--- src/rtl/multi_channel_data_synchronizer.sv ---
// Destination-domain CDC receiver: per-channel enable synchronizer, level/toggle event
// detect, one-entry capture buffer with valid/ready, ack toggle back to source, sticky overrun.

module mcds_lane #(
  parameter int NUM_STAGES  = 3,
  parameter int BUS_WIDTH   = 8,
  parameter int TOGGLE_MODE = 0
) (
  input  logic                 clk,
  input  logic                 reset_n,
  input  logic                 en_in,
  input  logic [BUS_WIDTH-1:0] data_in,
  input  logic                 ready_in,
  input  logic                 clr_in,
  output logic                 valid_out,
  output logic [BUS_WIDTH-1:0] data_out,
  output logic                 pulse_out,
  output logic                 ack_out,
  output logic                 ovr_out
);
  logic [NUM_STAGES-1:0] sync_q, sync_d;
  logic                  prev_q, prev_d;
  logic                  valid_q, valid_d;
  logic [BUS_WIDTH-1:0]  data_q, data_d;
  logic                  pulse_q, pulse_d;
  logic                  ack_q, ack_d;
  logic                  ovr_q, ovr_d;
  logic                  s, evt;

  assign s   = sync_q[NUM_STAGES-1];
  assign evt = (TOGGLE_MODE != 0) ? (s ^ prev_q) : (s & ~prev_q);

  always_comb begin
    sync_d  = {sync_q[NUM_STAGES-2:0], en_in};
    prev_d  = s;
    valid_d = valid_q;
    data_d  = data_q;
    pulse_d = 1'b0;
    ack_d   = ack_q;
    ovr_d   = ovr_q & ~clr_in;
    if (!valid_q) begin
      if (evt) begin
        valid_d = 1'b1;
        data_d  = data_in;
        pulse_d = 1'b1;
      end
    end else if (ready_in) begin
      // Draining and refilling in one cycle is a legal handoff, not an overrun.
      ack_d = ~ack_q;
      if (evt) begin
        data_d  = data_in;
        pulse_d = 1'b1;
      end else begin
        valid_d = 1'b0;
      end
    end else if (evt) begin
      ovr_d = 1'b1;
    end
  end

  always_ff @(posedge clk or negedge reset_n) begin
    if (!reset_n) begin
      sync_q  <= '0;
      prev_q  <= 1'b0;
      valid_q <= 1'b0;
      data_q  <= '0;
      pulse_q <= 1'b0;
      ack_q   <= 1'b0;
      ovr_q   <= 1'b0;
    end else begin
      sync_q  <= sync_d;
      prev_q  <= prev_d;
      valid_q <= valid_d;
      data_q  <= data_d;
      pulse_q <= pulse_d;
      ack_q   <= ack_d;
      ovr_q   <= ovr_d;
    end
  end

  assign valid_out = valid_q;
  assign data_out  = data_q;
  assign pulse_out = pulse_q;
  assign ack_out   = ack_q;
  assign ovr_out   = ovr_q;
endmodule

module multi_channel_data_synchronizer #(
  parameter int NUM_STAGES   = 3,
  parameter int BUS_WIDTH    = 8,
  parameter int NUM_CHANNELS = 2,
  parameter int TOGGLE_MODE  = 0
) (
  input  logic                              clk,
  input  logic                              reset_n,
  input  logic [NUM_CHANNELS-1:0]           bus_enable_in,
  input  logic [NUM_CHANNELS*BUS_WIDTH-1:0] unsync_data_in,
  input  logic [NUM_CHANNELS-1:0]           sync_ready_in,
  input  logic [NUM_CHANNELS-1:0]           overrun_clear_in,
  output logic [NUM_CHANNELS-1:0]           sync_valid_out,
  output logic [NUM_CHANNELS*BUS_WIDTH-1:0] sync_data_out,
  output logic [NUM_CHANNELS-1:0]           enable_pulse_out,
  output logic [NUM_CHANNELS-1:0]           ack_toggle_out,
  output logic [NUM_CHANNELS-1:0]           overrun_out
);
  for (genvar c = 0; c < NUM_CHANNELS; c++) begin : g_ch
    mcds_lane #(
      .NUM_STAGES (NUM_STAGES),
      .BUS_WIDTH  (BUS_WIDTH),
      .TOGGLE_MODE(TOGGLE_MODE)
    ) u_lane (
      .clk      (clk),
      .reset_n  (reset_n),
      .en_in    (bus_enable_in[c]),
      .data_in  (unsync_data_in[c*BUS_WIDTH +: BUS_WIDTH]),
      .ready_in (sync_ready_in[c]),
      .clr_in   (overrun_clear_in[c]),
      .valid_out(sync_valid_out[c]),
      .data_out (sync_data_out[c*BUS_WIDTH +: BUS_WIDTH]),
      .pulse_out(enable_pulse_out[c]),
      .ack_out  (ack_toggle_out[c]),
      .ovr_out  (overrun_out[c])
    );
  end
endmodule

--- config.mk ---
export PLATFORM = sky130hd
export DESIGN_NAME = multi_channel_data_synchronizer
export DESIGN_NICKNAME = d
export VERILOG_FILES = /design/src/rtl/multi_channel_data_synchronizer.sv
export SDC_FILE = /design/constraint.sdc
export NUM_CORES = 1
export LEC_CHECK = 0
export CAP_MARGIN = 10
export CORE_MARGIN = 1
export CORE_UTILIZATION = 43
export DETAILED_ROUTE_END_ITERATION = 8
export HOLD_SLACK_MARGIN = 0.12
export PLACE_DENSITY = 0.78
export SLEW_MARGIN = 20
export SYNTH_ARGS = -nofsm -noshare
export SYNTH_HDL_FRONTEND = slang
export SYNTH_SLANG_ARGS = --single-unit
--- constraint.sdc ---
create_clock -name clk -period 1.8 [get_ports clk]
set_clock_uncertainty 0.1 [all_clocks]
set_input_delay 0.36 -clock clk [delete_from_list [all_inputs] [get_ports clk]]
set_output_delay 0.36 -clock clk [all_outputs]
set_load 0.01 [all_outputs]
After elaboration in Yosys (flattened, before gate mapping)
Cells that the tools add are included.
{"block": "word_totals", "ram_bits": 0, "mem_bits_ro": 0, "in_bits": 24, "regBits": 32, "mem_count": 0, "out_inout_bits": 24, "elab_cells": 50, "latch_bits": 0}
{"block": "classes", "addsub": 0, "shift": 0, "bitwise": 10, "mul": 0, "n_eq_ne": 2, "order_cmp": 0, "n_reduce_logical": 2, "mux": 22, "div": 0}
{"cell": "8-bit 2-to-1 mux", "n": 6}
{"cell": "1-bit 2-to-1 mux", "n": 16}
{"cell": "1-bit NOT", "n": 6}
{"cell": "1-bit AND", "n": 4}
{"cell": "2-bit inequality test, second input constant", "n": 2}
{"cell": "2-bit AND reduction", "n": 2}

Longest topological paths before layout
Gate-level depths: netlist of the first run.
{"block": "logic_depth", "ltp_word": 5, "ltp_mapped": 4, "depth_no_buf": 3}

Modules after synthesis
From an unflattened synthesis of the first run, not the netlist that was laid out.
{"block": "hier_totals", "hier_cells": 66, "area_unflattened_um2": 1216.2}
{"module": "mcds_lane", "instances": 2, "area_each_um2": 608.1, "cells_per_inst": 33, "seq_area_each_um2": 400.4}

Worst setup path after synthesis of the first run
No wires, ideal clock.
{"block": "synth_path", "path_type": "reg-to-reg", "from": "register g_ch[0].u_lane.valid_q", "to": "register g_ch[0].u_lane.data_q[0]", "setup_time_ps": 125, "arrival_time_ps": 1043, "path_stages_with_launch": 5, "n_path_buf": 1, "t_required_ps": 1575, "period_less_slack_ps": 1268, "slack_ps": 532, "cell_sequence": "dfrtp_1 > nand2b_4 > nor2b_4 > buf_12 > mux2_4"}
{"block": "synth_between", "elab_chain_cells": 1, "word_cells_on_any_way": 2, "cone_classes": "eq/ne: 1; mux: 1"}
{"element": "start, declared", "line_no": "23", "source": "logic valid_q, valid_d;"}
{"element": "start signal, assigned", "line_no": "73", "source": "valid_q <= valid_d;"}
{"element": "2-bit inequality test (no line) / 8-bit 2-to-1 mux (equally long branches)"}
{"element": "end signal, assigned", "line_no": "74", "source": "data_q <= data_d;"}
{"element": "end, declared", "line_no": "24", "source": "logic [BUS_WIDTH-1:0] data_q, data_d;"}
Several ways; a longest one is shown, not always the timed one.
A chain may end at the register's enable or synchronous reset.

Worst setup path in the final report of the first run
{"block": "layout_path", "from": "register g_ch[1].u_lane.data_q[1]", "to": "output sync_data_out[9]"}
{"element": "start, declared", "line_no": "24"}
{"element": "start signal, assigned", "line_no": "74"}
{"element": "end, declared", "line_no": "101", "source": "output logic [NUM_CHANNELS*BUS_WIDTH-1:0] sync_data_out,"}
No word-level cell between the ends.

==> results of run 1 <==
[cell families (layout without fill, tap and decap cells)]
group	count (synthesis)	after routing	share of synthesized area
AO/OA/AOI/OAI	2	2	0.009802
buffers and inverters	12	62	0.08432
XOR/XNOR	2	2	0.01373
flip-flops	32	32	0.6275
AND/OR/NAND/NOR	10	10	0.07647
multiplexers	16	16	0.1882
[power breakdown]
part / switching [W] / leakage, nW / internal, W / total (W)
Sequential: 0.0000672 / 0.381 / 0.000827 / 0.000894
Combinational: 0.000156 / 0.406 / 0.000346 / 0.000502
Clock: 0.000244 / 0.0412 / 0.000290 / 0.000534
[cell type report]
class	instances	area [sq um]
fill	203	953.4
sequential	32	800.8
timing repair buffer	52	533.0
multi-input combinational	30	367.9
clock inverter	3	42.54
tap	31	38.79
clock buffer	5	37.54
inverter	2	7.507
[cells in the final DEF, fill, tap and decap left out]
cell / count
buf_12: 2
buf_4: 3
bufinv_16: 1
clkbuf_4: 5
clkdlybuf4s50_1: 47
clkinv_2: 1
clkinvlp_4: 1
dfrtp_1: 32
inv_1: 2
mux2_4: 16
nand2_1: 4
nand2b_4: 4
nor2b_4: 2
o22ai_1: 2
xnor2_1: 2
[registers in the layout, summed over array words and instances, names as in the netlist]
| register | flops |
|---|---|
| g_ch.u_lane.prev_q | 2 |
| g_ch.u_lane.sync_q | 6 |
| g_ch.u_lane.data_out | 16 |
| g_ch.u_lane.ack_out | 2 |
| g_ch.u_lane.pulse_out | 2 |
| g_ch.u_lane.ovr_out | 2 |
| g_ch.u_lane.valid_out | 2 |
[repair_timing]
| action | CTS | global route |
|---|---|---|
| hold buffers | 0 | 0 |
| endpoints found under the setup margin | 0 | 2 |
| buffers inserted | 0 | 2 |
[how the worst max path moves through the flow]
stage | from | end | slack (ns) | cells after the start
floorplan | g_ch[0].u_lane.valid_out$_DFF_PN0_ | g_ch[0].u_lane.data_out[0]$_DFFE_PN0P_ | 0.53 | 4
CTS | g_ch[0].u_lane.valid_out$_DFF_PN0_ | sync_valid_out[0] | 0.01 | 1
finish | g_ch[1].u_lane.data_out[1]$_DFFE_PN0P_ | sync_data_out[9] | 0.08 | 1
global placement | sync_ready_in[1] | g_ch[1].u_lane.data_out[2]$_DFFE_PN0P_ | 0.01 | 5
global route | g_ch[1].u_lane.data_out[3]$_DFFE_PN0P_ | sync_data_out[11] | 0.02 | 1
detailed placement | sync_ready_in[1] | g_ch[1].u_lane.data_out[1]$_DFFE_PN0P_ | -0.01 | 5
[through the flow]
stage | total power (W) | hold slack (ns) | instances
4_1_cts | 0.001944 | 0.2568 | 153
3_3_place_gp | 0.001396 | 0.2323 | 145
6_report | 0.001929 | 0.2528 | 155
5_1_grt | 0.002022 | 0.2634 | 155
2_1_floorplan | 0.001158 | -0.03559 | 74
3_5_place_dp | 0.001407 | 0.2347 | 145
[layer usage]
metal | wire length (um) | GRT usage
met5 | 0 | 0
met4 | 35 | 0.05226
met3 | 167 | 0.06452
met2 | 1017 | 0.2303
met1 | 948 | 0.1975
==> run_results.csv, run 1 <==
group,metric,value,unit
global_route,grt_pass1_wl,3532,um
placed_design,hpwlAfterDp,1560,um
clock_network,clkTransAtPathRegs,0.11,ns
min_path,hold_depth,0,
synthesis,synthTopCellsByCount,"32 x dfrtp_1, 16 x mux2_4, 8 x buf_4, 4 x nand2_1, 4 x nand2b_4",
synthesis,synth_area_leaders,"dfrtp_1 63%, mux2_4 19%, buf_4 4.7%",
synthesis,syn_area_per_cell,17.25,sq um
global_route,antenna_found_initial,0,
worst_setup_path,slowest_stage,"clkdlybuf4s50_1",
clock_network,post_cts_resized,0,
synthesis,synth_nets,98,
final_layout,area_growth,43.24,%
drt,ant_nets,0,
timing,fin_crit,1.718,ns
synthesis,yosys_warnings,0,
status,outcome,"completed",
global_route,grt_pass1_vias,734,
synthesis,yosys.area.top_type,"dfrtp_1",
synthesis,synth_top_area_share,0.6275,
placed_design,place_ws,-0.01139,ns
die,design.core.area,2781,sq um
global_route,grt_max_degree,33,
worst_setup_path,start_kind,"register",
worst_setup_path,regToRegEndpoint,"g_ch[1].u_lane.data_out[0]$_DFFE_PN0P_",
drt,wl_per_cell,13.99,um
global_route,grt_usage,0.1526,
min_path,hold_path_end,"g_ch[0].u_lane.sync_q[2]$_DFF_PN0_",
clock_network,root_buffer,"clkbuf_4",
power_and_ir_drop,power_leakage,0.8274,nW
timing,rsz0062_at_grt,"false",
timing,layout_setup_ws,0.08223,ns
worst_setup_path,cpLargestDelayFamily,"buffers and inverters",
timing,max_freq,0.5821,GHz
final_layout,nNetsFinal,147,
drt,vias_per_cell,4.555,
worst_setup_path,reg2reg_setup_slack,0.38,ns
clock_network,clock_sinks,32,
synthesis,seq_area_frac_synth,0.6275,
clock_network,cts_inserted_buffers,5,
synthesis,synth_cell_types,10,
timing,tightest_slew,0.3818,ns
die,ios,48,
drt,wl,2168,um
synthesis,synth_most_common_cell,"dfrtp_1",
worst_setup_path,crit_fanout,2,
timing,setup_viol,0,
worst_setup_path,r2r_cells,5,
worst_setup_path,cp.buffers_inverters,1,
worst_setup_path,crit_type,"register to output port",
synthesis,synth-edff-count,0,
timing,finalHoldViolCount,0,
die,die_area,3190,sq um
worst_setup_path,end_kind,"output port",
drt,drt-pass1-iter-count,3,
min_path,min_from,"g_ch[0].u_lane.sync_q[1]$_DFF_PN0_",
timing,fin_crit_sh,0.9543,
timing,setup_tns,0,ns
final_layout,final_area,1828,sq um
die,die_h,56.48,um
placed_design,io_buffers,47,
die,die_w,56.48,um
synthesis,syn-cell-area,1276,sq um
final_layout,final_core_util,0.6572,
synthesis,synthCells,74,
min_path,hold_path.class,"register to register",
power_and_ir_drop,p_per_area,1055,nW/um^2
clock_network,htree_levels,2,
placed_design,place_area,1733,sq um
synthesis,ys_async_sr_fraction,1.000,
die,start_util,0.4588,
worst_setup_path,critPathMaxStageDelay,0.55,ns
clock_network,cts_max_path_buffers,2,
drt,via_count,706,
clock_network,cts_tree,"done",
die,num_rows,19,
drt,drc_errors,0,
clock_network,insertion_delay,0.33,ns
worst_setup_path,cp_cell_sequence,"clkdlybuf4s50_1",
power_and_ir_drop,peakVddDrop,669.3,uV
worst_setup_path,cp.arrival,1.26,ns
worst_setup_path,cp.required,1.34,ns
run,drv_cap,0,
global_route,grt_overflow,0,
timing,slew_violations,0,
worst_setup_path,rr_startpoint,"g_ch[1].u_lane.valid_out$_DFF_PN0_",
timing,slew_headroom,0.7455,
final_layout,final_layout_size_suffix_gt1_frac,0.2823,
synthesis,synth-seq-cells,32,
synthesis,synth-main-ff-cell,"dfrtp_1",
placed_design,place_congestion,0.6469,
final_layout,diodes,0,
drt,drtIter0Drc,7,
(Power assumes the default switching activity.)
==> inputs of run 2 (changes only) <==
--- a/config.mk
+++ b/config.mk
@@ -5,12 +5,13 @@
 export SDC_FILE = /design/constraint.sdc
 export NUM_CORES = 1
 export LEC_CHECK = 0
+export ABC_AREA = 1
 export CAP_MARGIN = 10
 export CORE_MARGIN = 1
-export CORE_UTILIZATION = 43
+export CORE_UTILIZATION = 42
 export DETAILED_ROUTE_END_ITERATION = 8
 export HOLD_SLACK_MARGIN = 0.12
-export PLACE_DENSITY = 0.78
+export PLACE_DENSITY = 0.77
 export SLEW_MARGIN = 20
 export SYNTH_ARGS = -nofsm -noshare
 export SYNTH_HDL_FRONTEND = slang
==> run_results.csv, run 2 <==
group,metric,value,unit
status,outcome,"completed",
synthesis,yosys.area.top_type,"dfrtp_1",
synthesis,seq_area_frac_synth,0.6387,
clock_network,cts_inserted_buffers,5,
drt,ant_nets,0,
final_layout,layout_common_cells,"47 x clkdlybuf4s50_1, 40 x nand2_1, 32 x dfrtp_1",
final_layout,multi_input_area,332.8,sq um
synthesis,syn_area_per_cell,10.62,sq um
final_layout,diodes,0,
die,die_w,56.64,um
timing,setup_viol,0,
worst_setup_path,start_kind,"register",
final_layout,area_growth,38.32,%
timing,max_freq,0.5820,GHz
final_layout,seqCellArea,800.8,sq um
clock_network,post_cts_buffers,0,
die,die_h,56.64,um
worst_setup_path,crit_fanout,3,
die,design.core.area,2781,sq um
clock_network,clkTransAtPathRegs,0.09,ns
placed_design,hpwlAfterDp,1741,um
worst_setup_path,end_kind,"output port",
die,ios,48,
power_and_ir_drop,peakVddDrop,634.0,uV
synthesis,synth_cell_types,12,
timing,setup_tns,0,ns
synthesis,synth-seq-cells,32,
clock_network,clock_sinks,32,
global_route,grt_pass1_wl,4008,um
drt,wl,2362,um
clock_network,cts_max_path_buffers,2,
synthesis,synth_most_common_cell,"nand2_1",
placed_design,place_ws,0.2280,ns
die,start_util,0.4507,
run,drv_cap,0,
min_path,hold_depth,0,
synthesis,synthCells,118,
power_and_ir_drop,power,0.001655,W
final_layout,final_area,1734,sq um
drt,vias_per_cell,4.680,
global_route,grt_pass1_vias,864,
synthesis,ys_async_sr_fraction,1.000,
worst_setup_path,critPathMaxStageDelay,0.55,ns
drt,wl_per_cell,12.18,um
worst_setup_path,critical_path_cell_count,1,
placed_design,place_congestion,0.7766,
timing,slew_headroom,0.7441,
timing,fin_crit_sh,0.9545,
final_layout,final_layout_size_suffix_gt1_frac,0.09202,
final_layout,nNetsFinal,187,
worst_setup_path,crit_start,"g_ch[1].u_lane.valid_out$_DFF_PN0_",
timing,finalHoldViolCount,0,
synthesis,synth_area_leaders,"dfrtp_1 64%, nand2_1 12%, nand3_1 6.4%",
timing,layout_setup_ws,0.08187,ns
worst_setup_path,cp.required,1.34,ns
die,die_area,3208,sq um
synthesis,synth_nets,142,
timing,tightest_slew,0.3839,ns
timing,slew_violations,0,
clock_network,insertion_delay,0.32,ns
power_and_ir_drop,power_leakage,0.8637,nW
worst_setup_path,cpLargestDelayFamily,"buffers and inverters",
clock_network,post_cts_resized,0,
global_route,grt_usage,0.1728,
min_path,min_from,"g_ch[0].u_lane.sync_q[1]$_DFF_PN0_",
power_and_ir_drop,p_per_area,954.3,nW/um^2
worst_setup_path,r2r_cells,4,
global_route,antenna_found_initial,0,
drt,drtIter0Drc,16,
worst_setup_path,cp.arrival,1.26,ns
worst_setup_path,slowest_stage,"clkdlybuf4s50_1",
final_layout,final_common_cell,"clkdlybuf4s50_1",
placed_design,place_area,1688,sq um
clock_network,root_buffer,"clkbuf_4",
global_route,grt_overflow,0,
clock_network,cts-hold-fix-buffers,0,
worst_setup_path,rr_startpoint,"g_ch[0].u_lane.prev_q$_DFF_PN0_",
placed_design,io_buffers,47,
drt,via_count,908,
worst_setup_path,crit_type,"register to output port",
timing,fin_crit,1.718,ns
clock_network,cts_tree,"done",
worst_setup_path,cp_cell_sequence,"clkdlybuf4s50_1",
worst_setup_path,cp.buffers_inverters,1,
die,num_rows,19,
synthesis,yosys_warnings,0,
worst_setup_path,reg2reg_setup_slack,0.68,ns
synthesis,synth-edff-count,0,
synthesis,synthTopCellsByCount,"40 x nand2_1, 32 x dfrtp_1, 16 x nand3_1, 8 x buf_4, 8 x inv_1",
clock_network,htree_levels,2,
final_layout,filler_cell_count,239,
global_route,grt_max_degree,33,
timing,rsz0062_at_grt,"false",
final_layout,largest_reg_flops,16,
synthesis,synth-main-ff-cell,"dfrtp_1",
synthesis,synth_top_area_share,0.6387,
synthesis,syn-cell-area,1254,sq um
drt,drt-pass1-iter-count,6,
drt,drc_errors,0,
min_path,hold_path.class,"register to register",
run 2: changes by cell type in the layout (fill, tap and decap cells not counted), moves of 4 or more:
| cell | before | now |
|---|---|---|
| nand2b_4 | 4 | 0 |
| nand3_1 | 0 | 16 |
| mux2_4 | 16 | 0 |
| nand2_1 | 4 | 40 |
| inv_1 | 2 | 8 |
run 2: cells by family (layout without fill, tap and decap cells):
kind of cell	count (synthesis)	in the layout	share of synthesized area
AO/OA/AOI/OAI	2	2	0.007984
XOR/XNOR	2	2	0.01397
buffers and inverters	20	65	0.09581
flip-flops	32	32	0.6387
AND/OR/NAND/NOR	62	62	0.2435
run 2: layer usage:
| layer | GRT usage | part of all wire |
|---|---|---|
| met5 | 0 | 0 |
| met3 | 0.07373 | 0.052 |
| met2 | 0.2571 | 0.52 |
| met1 | 0.2259 | 0.42 |
| met4 | 0.06272 | 0.012 |
run 2: report_power, final:
part           switching (W)  internal, W
Clock               0.000222     0.000144
Combinational       0.000168     0.000244
Sequential         0.0000605     0.000817
run 2: path summary, 6_finish.rpt:
check	endpoint
worst min register to register	g_ch[0].u_lane.sync_q[2]$_DFF_PN0_
max in group asynchronous	g_ch[0].u_lane.data_out[1]$_DFFE_PN0P_
worst max-delay path	sync_valid_out[1]
worst min-delay path	g_ch[0].u_lane.sync_q[2]$_DFF_PN0_
min in group asynchronous	g_ch[0].u_lane.data_out[0]$_DFFE_PN0P_
worst max register to register	g_ch[0].u_lane.data_out[1]$_DFFE_PN0P_
run 2: cell type report:
cell class,instances,share of cell area
flip-flops and latches,32,0.4618
inverters,10,0.02165
repair buffers,48,0.2756
clock inverters,1,0.002886
clock buffers,6,0.02381
well taps,31,0.02237
multi-input cells,66,0.1919
run 2: metrics by stage:
| step | std cells | utilization | hold slack [ns] |
|---|---|---|---|
| floorplan | 118 | - | -0.03559 |
| global placement | 187 | 0.6068 | 0.2335 |
| detailed placement | 187 | 0.6068 | 0.2462 |
| CTS | 194 | 0.6235 | 0.2670 |
| global route | 194 | 0.6235 | 0.2822 |
| finish | 194 | 0.6235 | 0.2640 |
==> inputs of run 3 (changes only) <==
--- a/config.mk
+++ b/config.mk
@@ -8,10 +8,12 @@
 export ABC_AREA = 1
 export CAP_MARGIN = 10
 export CORE_MARGIN = 1
-export CORE_UTILIZATION = 42
+export CORE_UTILIZATION = 60
 export DETAILED_ROUTE_END_ITERATION = 8
+export DONT_BUFFER_PORTS = 1
+export GPL_TIMING_DRIVEN = 0
 export HOLD_SLACK_MARGIN = 0.12
-export PLACE_DENSITY = 0.77
+export PLACE_DENSITY = 0.76
 export SLEW_MARGIN = 20
 export SYNTH_ARGS = -nofsm -noshare
 export SYNTH_HDL_FRONTEND = slang
==> run_results.csv, run 3 (same netlist as run 2, synthesis figures left out) <==
group,metric,value,unit
final_layout,diodes,0,
worst_setup_path,end_kind,"output port",
final_layout,final_common_cell,"nand2_1",
placed_design,dp_cells,145,
final_layout,nNetsFinal,173,
min_path,hold_depth,4,
drt,wl,2221,um
placed_design,hpwlAfterDp,1363,um
worst_setup_path,regToRegEndpoint,"g_ch[1].u_lane.data_out[0]$_DFFE_PN0P_",
global_route,antenna_found_initial,0,
timing,layout_setup_ws,0.4673,ns
drt,ant_nets,0,
drt,drtIter0Drc,10,
clock_network,clkTransAtPathRegs,0.09,ns
clock_network,post_cts_resized,0,
min_path,hold_path.class,"input port to register",
worst_setup_path,slowest_stage,"dfrtp_1",
placed_design,place_ws,0.7101,ns
min_path,hold_path_end,"g_ch[0].u_lane.pulse_out$_DFF_PN0_",
worst_setup_path,cp_cell_sequence,"buf_4",
placed_design,place_congestion,0.6952,
power_and_ir_drop,peakVddDrop,829.6,uV
clock_network,cts_max_path_buffers,2,
clock_network,insertion_delay,0.31,ns
worst_setup_path,reg2reg_setup_slack,0.68,ns
worst_setup_path,cp.required,1.34,ns
final_layout,final_core_util,0.8151,
final_layout,layout.cells.non_filler,177,
timing,slew_headroom,0.8624,
clock_network,root_buffer,"clkbuf_4",
global_route,grt_max_degree,33,
die,die_h,47.71,um
die,ios,48,
worst_setup_path,r2r_cells,4,
die,die_area,2276,sq um
power_and_ir_drop,power_leakage,0.8471,nW
worst_setup_path,start_kind,"register",
worst_setup_path,cp.buffers_inverters,1,
die,num_rows,16,
drt,via_count,861,
worst_setup_path,rr_startpoint,"g_ch[1].u_lane.prev_q$_DFF_PN0_",
final_layout,area_growth,27.54,%
timing,slew_violations,0,
clock_network,cts_tree,"done",
timing,rsz0062_at_grt,"false",
status,outcome,"completed",
global_route,grt_usage,0.2180,
drt,vias_per_cell,4.864,
final_layout,final_layout_size_suffix_gt1_frac,0.1800,
timing,tightest_slew,0.2063,ns
worst_setup_path,crit_type,"register to output port",
timing,setup_tns,0,ns
clock_network,htree_levels,2,
min_path,min_from,"sync_ready_in[0]",
global_route,grt_pass1_wl,3236,um
drt,drc_errors,0,
die,design.core.area,1962,sq um
worst_setup_path,cpLargestDelayFamily,"flip-flops",
power_and_ir_drop,p_per_area,988.1,nW/um^2
clock_network,cts_inserted_buffers,5,
die,start_util,0.6390,
timing,setup_viol,0,
drt,wl_per_cell,12.55,um
worst_setup_path,cp.arrival,0.87,ns
final_layout,layout_common_cells,"40 x nand2_1, 32 x dfrtp_1, 23 x dlygate4sd3_1",
die,die_w,47.71,um
timing,max_freq,0.7503,GHz
global_route,grt_overflow,0,
global_route,grt_pass1_vias,785,
worst_setup_path,critPathMaxStageDelay,0.41,ns
timing,finalHoldViolCount,0,
drt,drt-pass1-iter-count,4,
timing,fin_crit,1.333,ns
clock_network,clock_sinks,32,
worst_setup_path,crit_fanout,3,
placed_design,io_buffers,0,
run,drv_cap,0,
final_layout,largest_reg_flops,16,
timing,fin_crit_sh,0.7404,
[run 3: cell types whose count changed in the layout (fill, tap and decap cells not counted), sizes merged]
| cell | previous run | this run |
|---|---|---|
| clkdlybuf4s50 | 47 | 0 |
| clkinv | 1 | 2 |
| buf | 1 | 11 |
| dlygate4sd3 | 0 | 23 |
[run 3: through the flow]
step	instance area [sq um]	power, W	hold slack, ns
final	1599	0.001580	0.2486
after global routing	1599	0.001661	0.2609
after CTS	1599	0.001599	0.2294
after detailed placement	1287	0.001122	-0.03484
after global placement	1287	0.001112	-0.03492
after floorplan	1254	0.001085	-0.03559
[run 3: area by class of cell]
type | count | area [sq um]
Timing Repair Buffer | 24 | 250.2
Buffer | 10 | 82.58
Fill cell | 133 | 362.8
Sequential cell | 32 | 800.8
Inverter | 10 | 37.54
Clock buffer | 6 | 51.30
Multi-Input combinational cell | 66 | 332.8
Tap cell | 27 | 33.78
Clock inverter | 2 | 10.01
[run 3: report_power, final]
group,leakage [nW],switching [W],internal (W)
Combinational,0.416,0.000120,0.000133
Clock,0.0380,0.000228,0.000186
Sequential,0.393,0.0000960,0.000817
Total,0.847,0.000444,0.00114
[run 3: metal layers]
metal | global-route usage | wire length, um
met3 | 0.06415 | 123
met2 | 0.3595 | 1198
met1 | 0.2577 | 887
met4 | 0.1167 | 11
met5 | 0 | 0
[run 3: worst max-delay path by stage]
| stage | from | endpoint | slack [ns] | cells after the start |
|---|---|---|---|---|
| 5_1_grt | g_ch[0].u_lane.valid_out$_DFF_PN0_ | sync_valid_out[0] | 0.42 | 1 |
| 2_1_floorplan | g_ch[0].u_lane.prev_q$_DFF_PN0_ | g_ch[0].u_lane.data_out[0]$_DFFE_PN0P_ | 0.81 | 4 |
| 4_1_cts | g_ch[1].u_lane.valid_out$_DFF_PN0_ | sync_valid_out[1] | 0.45 | 1 |
| 3_5_place_dp | g_ch[0].u_lane.prev_q$_DFF_PN0_ | g_ch[0].u_lane.data_out[4]$_DFFE_PN0P_ | 0.71 | 4 |
| 6_report | g_ch[0].u_lane.valid_out$_DFF_PN0_ | sync_valid_out[0] | 0.47 | 1 |
| 3_3_place_gp | g_ch[0].u_lane.prev_q$_DFF_PN0_ | g_ch[0].u_lane.data_out[3]$_DFFE_PN0P_ | 0.75 | 4 |
[run 3: what timing repair did]
item | in CTS | in global routing
buffers inserted | 0 | 0
hold buffers | 24 | 0
endpoints found under the setup margin | 0 | 0
hold endpoints to repair | 54 | 0
